--- config.mk ---
export PLATFORM = sky130hd
export DESIGN_NAME = fp_to_int
export DESIGN_NICKNAME = d
export VERILOG_FILES = /design/src/rtl/fp24_pkg.sv /design/src/rtl/fp24_classify.sv /design/src/rtl/fp_to_int.sv
export SDC_FILE = /design/constraint.sdc
export NUM_CORES = 1
export LEC_CHECK = 0
export BUFFER_PORTS_ARGS = -buffer_cell sky130_fd_sc_hd__buf_2
export CAP_MARGIN = 20
export CORE_MARGIN = 2
export CORE_UTILIZATION = 35
export DETAILED_ROUTE_END_ITERATION = 7
export GPL_TIMING_DRIVEN = 0
export PLACE_DENSITY = 0.52
export SETUP_SLACK_MARGIN = 0.2
export SYNTH_ARGS = -nofsm -noshare
export SYNTH_HDL_FRONTEND = slang
export SYNTH_SLANG_ARGS = --single-unit
export TNS_END_PERCENT = 100
--- constraint.sdc ---
create_clock -name clk_i -period 4.6 [get_ports clk_i]
set_input_delay 0.92 -clock clk_i [delete_from_list [all_inputs] [get_ports clk_i]]
set_output_delay 0.92 -clock clk_i [all_outputs]
set_load 0.03 [all_outputs]
--- src/rtl/fp24_pkg.sv ---
// Shared fp24 definitions: field layout, operand classes and flag bit positions.
package fp24_pkg;

  localparam int unsigned FP24_EXP_BIAS = 127;
  localparam int unsigned FP24_FRAC_W   = 15;
  localparam int unsigned FP24_EXP_W    = 8;
  localparam int unsigned FP24_W        = 1 + FP24_EXP_W + FP24_FRAC_W;

  typedef struct packed {
    logic                   sign;
    logic [FP24_EXP_W-1:0]  exp;
    logic [FP24_FRAC_W-1:0] frac;
  } fp24_t;

  typedef enum logic [1:0] {
    FP_ZERO,
    FP_NORMAL,
    FP_INF,
    FP_NAN
  } fp_class_e;

  // Positions within the {invalid, overflow, inexact} flag vector.
  localparam int unsigned FLAG_INEXACT  = 0;
  localparam int unsigned FLAG_OVERFLOW = 1;
  localparam int unsigned FLAG_INVALID  = 2;

endpackage

--- src/rtl/fp24_classify.sv ---
// Combinational fp24 decode: class, unbiased exponent and mantissa with the
// hidden bit. Denormals are flushed to zero.
module fp24_classify
  import fp24_pkg::*;
(
  input  logic [FP24_W-1:0]      a_i,
  output logic                   sign_o,
  output logic [1:0]             cls_o,
  output logic [FP24_EXP_W:0]    exp_o,
  output logic [FP24_FRAC_W:0]   mant_o
);

  fp24_t     a;
  fp_class_e cls;

  assign a = fp24_t'(a_i);

  always_comb begin
    cls = FP_NORMAL;
    if (a.exp == '0) begin
      cls = FP_ZERO;
    end else if (a.exp == '1) begin
      cls = (a.frac != '0) ? FP_NAN : FP_INF;
    end
  end

  assign cls_o  = cls;
  assign sign_o = a.sign;
  // Two's-complement unbiased exponent, one bit wider than the field.
  assign exp_o  = {1'b0, a.exp} - (FP24_EXP_W + 1)'(FP24_EXP_BIAS);
  assign mant_o = {1'b1, a.frac};

endmodule

--- src/rtl/fp_to_int.sv ---
// Two-stage valid/ready fp24 -> saturating signed integer converter, truncating
// toward zero. Define FP_TO_INT_FLAGS_EN to produce {invalid, overflow, inexact}.
module fp_to_int
  import fp24_pkg::*;
#(
  parameter int unsigned OUT_W = 32,
  parameter int unsigned TAG_W = 4
) (
  input  logic             clk_i,
  input  logic             rst_i,
  input  logic             in_valid_i,
  output logic             in_ready_o,
  input  logic [23:0]      in_a_i,
  input  logic [TAG_W-1:0] in_tag_i,
  output logic             out_valid_o,
  input  logic             out_ready_i,
  output logic [OUT_W-1:0] out_int_o,
  output logic [TAG_W-1:0] out_tag_o,
  output logic [2:0]       out_flags_o
);

  localparam logic [OUT_W-1:0] INT_MAX = {1'b0, {(OUT_W-1){1'b1}}};
  localparam logic [OUT_W-1:0] INT_MIN = {1'b1, {(OUT_W-1){1'b0}}};

  // Stage 1: decoded operand.
  logic             s1_v_q, s1_v_d;
  logic             s1_sign_q, s1_sign_d;
  fp_class_e        s1_cls_q, s1_cls_d;
  logic [8:0]       s1_e_q, s1_e_d;
  logic [15:0]      s1_mant_q, s1_mant_d;
  logic [TAG_W-1:0] s1_tag_q;
  logic [1:0]       cls_raw;

  // Stage 2: converted result.
  logic             s2_v_q, s2_v_d;
  logic [OUT_W-1:0] s2_int_q, s2_int_d;
  logic [TAG_W-1:0] s2_tag_q;
`ifdef FP_TO_INT_FLAGS_EN
  logic [2:0]       s2_flags_q, s2_flags_d;
  logic [15:0]      lost;
`endif

  logic s2_ready, s1_load, s2_load;

  assign s2_ready   = !s2_v_q || out_ready_i;
  assign in_ready_o = !s1_v_q || s2_ready;
  assign s1_load    = in_valid_i && in_ready_o;
  assign s2_load    = s1_v_q && s2_ready;
  assign s1_v_d     = in_ready_o ? in_valid_i : s1_v_q;
  assign s2_v_d     = s2_ready ? s1_v_q : s2_v_q;

  fp24_classify u_classify (
    .a_i    (in_a_i),
    .sign_o (s1_sign_d),
    .cls_o  (cls_raw),
    .exp_o  (s1_e_d),
    .mant_o (s1_mant_d)
  );

  assign s1_cls_d = fp_class_e'(cls_raw);

  logic [OUT_W-1:0] mag;
  logic             sat;
  logic [3:0]       rsh;
  logic [4:0]       lsh;

  // Shift amounts are only meaningful in the exponent range that selects them.
  assign rsh = 4'(15 - s1_e_q[3:0]);
  assign lsh = 5'(s1_e_q - 9'd15);
`ifdef FP_TO_INT_FLAGS_EN
  assign lost = s1_mant_q & ~({16{1'b1}} << rsh);
`endif

  always_comb begin
    mag = '0;
    sat = 1'b0;
`ifdef FP_TO_INT_FLAGS_EN
    s2_flags_d = '0;
`endif
    unique case (s1_cls_q)
      FP_ZERO: begin
        mag = '0;
      end
      FP_NAN: begin
`ifdef FP_TO_INT_FLAGS_EN
        s2_flags_d[FLAG_INVALID] = 1'b1;
`endif
      end
      FP_INF: begin
        sat = 1'b1;
`ifdef FP_TO_INT_FLAGS_EN
        s2_flags_d[FLAG_INVALID]  = 1'b1;
        s2_flags_d[FLAG_OVERFLOW] = 1'b1;
`endif
      end
      FP_NORMAL: begin
        if (s1_e_q[8]) begin
`ifdef FP_TO_INT_FLAGS_EN
          s2_flags_d[FLAG_INEXACT] = 1'b1;
`endif
        end else if (s1_e_q < 9'd15) begin
          mag = OUT_W'(s1_mant_q >> rsh);
`ifdef FP_TO_INT_FLAGS_EN
          s2_flags_d[FLAG_INEXACT] = |lost;
`endif
        end else if (s1_e_q <= 9'(OUT_W - 2)) begin
          mag = OUT_W'(s1_mant_q) << lsh;
        end else if (s1_e_q == 9'(OUT_W - 1) && s1_sign_q && s1_mant_q[14:0] == '0) begin
          // Exactly -2^(OUT_W-1) is representable; saturation yields it without overflow.
          sat = 1'b1;
        end else begin
          sat = 1'b1;
`ifdef FP_TO_INT_FLAGS_EN
          s2_flags_d[FLAG_OVERFLOW] = 1'b1;
`endif
        end
      end
    endcase

    if (sat) begin
      s2_int_d = s1_sign_q ? INT_MIN : INT_MAX;
    end else begin
      s2_int_d = s1_sign_q ? -mag : mag;
    end
  end

  always_ff @(posedge clk_i) begin
    if (rst_i) begin
      s1_v_q     <= 1'b0;
      s1_sign_q  <= 1'b0;
      s1_cls_q   <= FP_ZERO;
      s1_e_q     <= '0;
      s1_mant_q  <= '0;
      s1_tag_q   <= '0;
      s2_v_q     <= 1'b0;
      s2_int_q   <= '0;
      s2_tag_q   <= '0;
`ifdef FP_TO_INT_FLAGS_EN
      s2_flags_q <= '0;
`endif
    end else begin
      s1_v_q <= s1_v_d;
      s2_v_q <= s2_v_d;
      if (s1_load) begin
        s1_sign_q <= s1_sign_d;
        s1_cls_q  <= s1_cls_d;
        s1_e_q    <= s1_e_d;
        s1_mant_q <= s1_mant_d;
        s1_tag_q  <= in_tag_i;
      end
      if (s2_load) begin
        s2_int_q   <= s2_int_d;
        s2_tag_q   <= s1_tag_q;
`ifdef FP_TO_INT_FLAGS_EN
        s2_flags_q <= s2_flags_d;
`endif
      end
    end
  end

  assign out_valid_o = s2_v_q;
  assign out_int_o   = s2_int_q;
  assign out_tag_o   = s2_tag_q;
`ifdef FP_TO_INT_FLAGS_EN
  assign out_flags_o = s2_flags_q;
`else
  assign out_flags_o = 3'b000;
`endif

endmodule

==> metrics.md, run 1 <==
| Metric | Value |
|---|---|
| # H-tree levels | 3 |
| CTS Buffer Depth | 2 |
| Total die area | 19500 um^2 |
| Vias in the first global route | 6674 |
| Routed WL | 25100 um |
| Area Growth Syn to Fin | 16.5% |
| Total power draw | 2.04 mW |
| WHS | 455 ps |
| Comb power frac | 0.331 |
| Pins Over Slew Limit | 0 |
| R2R Setup Slk | 330 ps |
| Port Buffers | 68 |
| Worst Path Arrival | 4490 ps |
| Fillers | 1911 |
| Type of the worst min-delay path | reg -> reg |
| Leak | 2.75 nW |
| Post-synth EDFFs | 0 |
| Global route overflow | 0 |
| Core Region | 18000 um^2 |
| Via count | 7144 |
| Area after DPL | 7060 um^2 |
| WS Path Type | reg -> reg |
| P_int | 1.26 mW |
| Synth Warn # | 0 |
| Count of final setup violators | 0 |
| Clock Latency Late Sink | 360 ps |
| Cell Pwr Density | 273 nW/um^2 |
| Initial Utilization | 0.358 |
| Maximum clock rate | 0.234 GHz |
| Switch share | 0.382 |
| Seq/Total Area, Yosys | 0.218 |
| Die height | 140 um |
| Slew headroom | 0.322 |
| Dpl hpwl | 19200 um |
| Setup Skew | 12.6 ps |
| Cells after synthesis | 863 |
| Post-synth top area share | 0.218 |
| Peak supply drop | 184 uV |
| Clock-pin slew on the worst setup and hold paths | 70 ps |
| Tmin final | 4270 ps |
| CP startpoint kind | flip-flop |
| CTS tree | built |
| Syn Area/Cell | 7.45 um^2 |
| Critical path capture point type | flip-flop |
| Pin count of the biggest net entering global routing | 14 |
| Antenna Nets Post-Route | 0 |
| Unique masters post-synth | 85 |
| Asr flop ratio synth | 0 |
| Final non-filler cell total | 1178 |
| Sequential Power Share | 0.326 |
| # diodes | 0 |
| Wire per inst | 21.3 um |
| Layout cells sized above 1 | 0.194 |
| Number of remaining DRC errors | 0 |
| Crit share post-route | 0.929 |
| # hold bufs at CTS | 0 |
| Multi-input logic area | 4730 um^2 |
| Yosys reg bits | 70 |
| Main synth FF type | dfxtp_1 |
| Die width | 140 um |
| DR pass1 iterations | 6 |
| Critical path peak fanout | 10 |
| Std-Cell Rows | 49 |
| Vias/cell | 6.06 |
| First-pass GRT wire length | 38600 um |
| Placer Congestion | 0.963 |
| Cell Area, Synth | 6430 um^2 |
| Root Buffer | clkbuf_16 |
| Dpl cells | 1162 |
| GRT Resource Usage Total | 0.254 |
| FF+latch area | 1400 um^2 |
| Unrepaired setup endpoints after global routing | true |
| Layout Nets | 982 |
| TritonCTS Buffers | 9 |
| MaxCap Viol Count | 0 |
| Top post-synthesis cells by area | dfxtp_1, nand2_1, a21oi_1 |
| WP data required | 4820 ps |
| Final hold violation count | 0 |
| Worst-Margin Slew | 1010 ps |
| Cell area after layout | 7490 um^2 |
| Clock Power Share | 0.344 |
| Run status | completed |
| First-iteration detailed-routing DRC count | 671 |
| Area leader, netlist | dfxtp_1 |
| Initial antenna violation count | 0 |
| Switch Pwr | 0.781 mW |
| I/O pins | 73 |
| Clk sinks | 70 |
==> cells in the final DEF (no fill, tap or decap), drive strengths merged, types with 13 or more instances in the layout <==
cell type and count:
o21ai 40, buf 99, nand2 130, nand3 23, mux2i 42, a21oi 89, nor3 26, and2 13
nor2 70, a211oi 28, mux4 15, mux2 20, clkbuf 59, dfxtp 70, nand4 13
==> layout make-up <==
cell class / instances / share of cell area
multi-input combinational: 706 / 0.632
sequential: 70 / 0.187
buffer: 78 / 0.0531
timing repair buffer: 70 / 0.0475
tap: 229 / 0.0383
clock buffer: 10 / 0.0319
clock inverter: 6 / 0.00602
inverter: 9 / 0.00451
==> registers in the layout, summed over array words and instances (netlist names) <==
| register | cells |
|---|---|
| out_int_o | 32 |
| out_tag_o | 4 |
| out_valid_o | 1 |
| s1_cls_q | 2 |
| s1_e_q | 9 |
| s1_mant_q | 16 |
| s1_sign_q | 1 |
| s1_tag_q | 4 |
| s1_v_q | 1 |
==> worst max-delay path, stage by stage (launching register included) <==
cell and delay, ps:
dfxtp_1 300, buf_2 220, clkbuf_4 270, clkbuf_4 240, clkbuf_4 240, clkbuf_4 250, mux2_2 360, o311a_1 340
nor3_4 230, ha_2 280, nand3_4 140, or4_4 560, or3_1 440, mux2i_1 150, o2bb2ai_1 120
==> final timing paths <==
check	start	end	cells past startpoint
max	s1_e_q[2]$_SDFFE_PP0P_	out_int_o[16]$_SDFFE_PP0P_	14
min	s1_tag_q[3]$_SDFFE_PP0P_	out_tag_o[3]$_SDFFE_PP0P_	2
max reg2reg	s1_e_q[2]$_SDFFE_PP0P_	out_int_o[16]$_SDFFE_PP0P_	14
min reg2reg	s1_tag_q[3]$_SDFFE_PP0P_	out_tag_o[3]$_SDFFE_PP0P_	2
==> metrics by stage <==
step | utilization | setup WS, ps | setup TNS, ps
2_1_floorplan | - | 734 | 0
3_3_place_gp | 0.393 | -247 | -944
3_5_place_dp | 0.393 | -211 | -619
4_1_cts | 0.410 | 128 | 0
5_1_grt | 0.417 | 195 | 0
6_report | 0.417 | 328 | 0
==> logic make-up (layout without fill, tap and decap cells) <==
logic type | count (synthesis) | after routing | share of synthesized area
AOI/OAI and AO/OA | 260 | 260 | 0.267
xor gates and xnor gates | 17 | 17 | 0.0255
adders and majority gates | 6 | 6 | 0.0117
buffers and inverters | 89 | 173 | 0.0660
DFF | 70 | 70 | 0.218
muxes | 77 | 77 | 0.154
other | 1 | 3 | 0.000583
and+or+nand+nor | 343 | 343 | 0.258
==> metal layers <==
| layer | vias to the layer above | wire, um | track usage |
|---|---|---|---|
| met4 | 0 | 862 | 0.0920 |
| met1 | 3387 | 11400 | 0.353 |
| met5 | - | 0 | 0 |
| li1 | 3361 | - | - |
| met3 | 69 | 1860 | 0.0461 |
| met2 | 327 | 11000 | 0.394 |
==> power groups by stage <==
stage | sequential, mW | combinational [mW] | clock, mW
after floorplan | 0.688 | 0.434 | 0
after global placement | 0.676 | 0.641 | 0
after detailed placement | 0.676 | 0.637 | 0
after CTS | 0.662 | 0.641 | 0.713
after global routing | 0.668 | 0.724 | 0.733
final | 0.665 | 0.675 | 0.703
==> Yosys cell counts (7+ instances only) <==
| cell | number |
|---|---|
| nand2_1 | 130 |
| a21oi_1 | 89 |
| dfxtp_1 | 70 |
| nor2_1 | 70 |
| clkbuf_1 | 45 |
| mux2i_1 | 42 |
| o21ai_0 | 38 |
| a211oi_1 | 28 |
| nor3_1 | 25 |
| nand3_1 | 23 |
| buf_2 | 18 |
| mux2_2 | 16 |
| mux4_2 | 15 |
| and2_1 | 13 |
| nand4_1 | 13 |
| o211ai_1 | 11 |
| xnor2_1 | 11 |
| nand2b_1 | 10 |
| nor2b_1 | 10 |
| a221oi_1 | 8 |
| and3_1 | 8 |
| a31oi_1 | 7 |
| buf_4 | 7 |
| inv_1 | 7 |
| o21a_1 | 7 |
| or3_1 | 7 |
==> what timing repair did <==
action	in CTS	in global routing
cloned	0	0
pin swaps	0	3
resized for setup	3	32
setup buffers	0	2
setup endpoints to repair	13	21
Power figures use the tool's default switching activity.
==> run 2, diff against run 1 <==
--- a/config.mk
+++ b/config.mk
@@ -5,13 +5,13 @@
 export SDC_FILE = /design/constraint.sdc
 export NUM_CORES = 1
 export LEC_CHECK = 0
-export BUFFER_PORTS_ARGS = -buffer_cell sky130_fd_sc_hd__buf_2
 export CAP_MARGIN = 20
 export CORE_MARGIN = 2
 export CORE_UTILIZATION = 35
 export DETAILED_ROUTE_END_ITERATION = 7
+export DONT_BUFFER_PORTS = 1
 export GPL_TIMING_DRIVEN = 0
-export PLACE_DENSITY = 0.52
+export PLACE_DENSITY = 0.49
 export SETUP_SLACK_MARGIN = 0.2
 export SYNTH_ARGS = -nofsm -noshare
 export SYNTH_HDL_FRONTEND = slang
==> metrics.md, run 2 (synthesized netlist as in run 1, its figures left out) <==
| Metric | Value |
|---|---|
| WP data required | 4820 ps |
| Wire per inst | 22.6 um |
| Number of remaining DRC errors | 0 |
| First-iteration detailed-routing DRC count | 733 |
| # diodes | 0 |
| Switch share | 0.361 |
| Dpl cells | 1094 |
| TritonCTS Buffers | 9 |
| Final worst slack | 311 ps |
| Final hold violation count | 0 |
| Multi-input logic area | 4720 um^2 |
| Std-Cell Rows | 49 |
| Routed WL | 25200 um |
| Layout Nets | 916 |
| DR pass1 iterations | 5 |
| Leak | 2.45 nW |
| WHS | 451 ps |
| WS Path Type | reg -> reg |
| Commonest non-fill, non-tap cell in the layout | nand2_1 |
| Pre-CTS setup slack | -290 ps |
| First-pass GRT wire length | 39100 um |
| GRT Resource Usage Total | 0.258 |
| Sequential Power Share | 0.327 |
| Most frequent cells in the layout | nand2_1, a21oi_1, nor2_1, dfxtp_1, clkbuf_1 |
| Port Buffers | 0 |
| Vias/cell | 6.27 |
| Clock Latency Late Sink | 360 ps |
| Pins Over Slew Limit | 0 |
| Run status | completed |
| Critical path peak fanout | 10 |
| I/O pins | 73 |
| Maximum clock rate | 0.233 GHz |
| Core Region | 18000 um^2 |
| Die width | 140 um |
| Antenna Nets Post-Route | 0 |
| Final non-filler cell total | 1112 |
| Clk sinks | 70 |
| P_int | 1.35 mW |
| Tmin final | 4290 ps |
| Clock Power Share | 0.373 |
| Cell area after layout | 7190 um^2 |
| CTS Buffer Depth | 2 |
| MaxCap Viol Count | 0 |
| Fillers | 1928 |
| # hold bufs at CTS | 0 |
| Initial Utilization | 0.358 |
| Area after DPL | 6720 um^2 |
| Critical path capture point type | flip-flop |
| Layout cells sized above 1 | 0.133 |
| Worst-Margin Slew | 1140 ps |
| CTS tree | built |
| Unrepaired setup endpoints after global routing | false |
| Crit share post-route | 0.932 |
| FF+latch area | 1400 um^2 |
| Comb power frac | 0.300 |
| Global route overflow | 0 |
| Max reg flops | 32 |
| Dpl hpwl | 19300 um |
| CP startpoint kind | flip-flop |
| Worst Path Arrival | 4510 ps |
| Total die area | 19500 um^2 |
| Count of final setup violators | 0 |
| Type of the worst min-delay path | reg -> reg |
| Pin count of the biggest net entering global routing | 14 |
| Cell Pwr Density | 293 nW/um^2 |
| Vias in the first global route | 6521 |
| Slew headroom | 0.235 |
| # H-tree levels | 3 |
| Root Buffer | clkbuf_16 |
| Via count | 6975 |
| Die height | 140 um |
| Peak supply drop | 199 uV |
| Initial antenna violation count | 0 |
| Setup Skew | 12.6 ps |
| Area Growth Syn to Fin | 11.8% |
| Clock-pin slew on the worst setup and hold paths | 70 ps |
| Placer Congestion | 0.932 |
| Switch Pwr | 0.759 mW |
run 2: power by group through the flow:
stage / clock [mW] / combinational (mW) / sequential, mW
global route: 0.820 / 0.676 / 0.692
finish: 0.785 / 0.631 / 0.688
CTS: 0.792 / 0.594 / 0.687
floorplan: 0 / 0.434 / 0.688
global placement: 0 / 0.594 / 0.701
detailed placement: 0 / 0.590 / 0.700
run 2: worst max-delay path, stage by stage (launching register included):
cell and delay (ps):
dfxtp_1 300, buf_2 220, clkbuf_4 260, clkbuf_4 240, clkbuf_4 230, buf_4 220
mux2_2 350, o311a_1 340, nor3_4 250, ha_2 290, nand3_4 140, or4_4 560
or3_1 440, mux2i_1 150, o2bb2ai_1 130
run 2: worst paths after layout:
| kind | from | to | slack, ps | depth (start not counted) |
|---|---|---|---|---|
| max | s1_e_q[2]$_SDFFE_PP0P_ | out_int_o[16]$_SDFFE_PP0P_ | 310 | 14 |
| max reg2reg | s1_e_q[2]$_SDFFE_PP0P_ | out_int_o[16]$_SDFFE_PP0P_ | 310 | 14 |
| min | s1_tag_q[1]$_SDFFE_PP0P_ | out_tag_o[1]$_SDFFE_PP0P_ | 450 | 2 |
| min reg2reg | s1_tag_q[1]$_SDFFE_PP0P_ | out_tag_o[1]$_SDFFE_PP0P_ | 450 | 2 |
run 2: repair_timing:
item	in CTS	in global routing
hold endpoints to repair	0	0
endpoints found under the setup margin	14	20
gates resized for setup	5	31
pin swaps	0	1
buffers inserted	0	3
run 2: layer usage:
metal  vias to the layer above  share of wire  wire length, um  global-route usage
li1                       3244              -                -                   -
met1                      3317           0.45            11300               0.367
met2                       360           0.44            11100               0.394
met3                        54          0.081             2040              0.0492
met4                         0          0.030              743              0.0813
met5                         -              0                0                   0
run 2: layout make-up:
class | count | area share
inverter | 9 | 0.00470
tap | 229 | 0.0399
sequential | 70 | 0.195
timing repair buffer | 3 | 0.00313
buffer | 79 | 0.0557
clock buffer | 10 | 0.0319
clock inverter | 6 | 0.0131
multi-input combinational | 706 | 0.657
run 2: metrics by stage:
stage	util	power (mW)	TNS, ps
6_report	0.400	2.10	0
5_1_grt	0.400	2.19	0
4_1_cts	0.393	2.07	0
3_5_place_dp	0.374	1.29	-1260
3_3_place_gp	0.374	1.29	-1370
2_1_floorplan	-	1.12	0
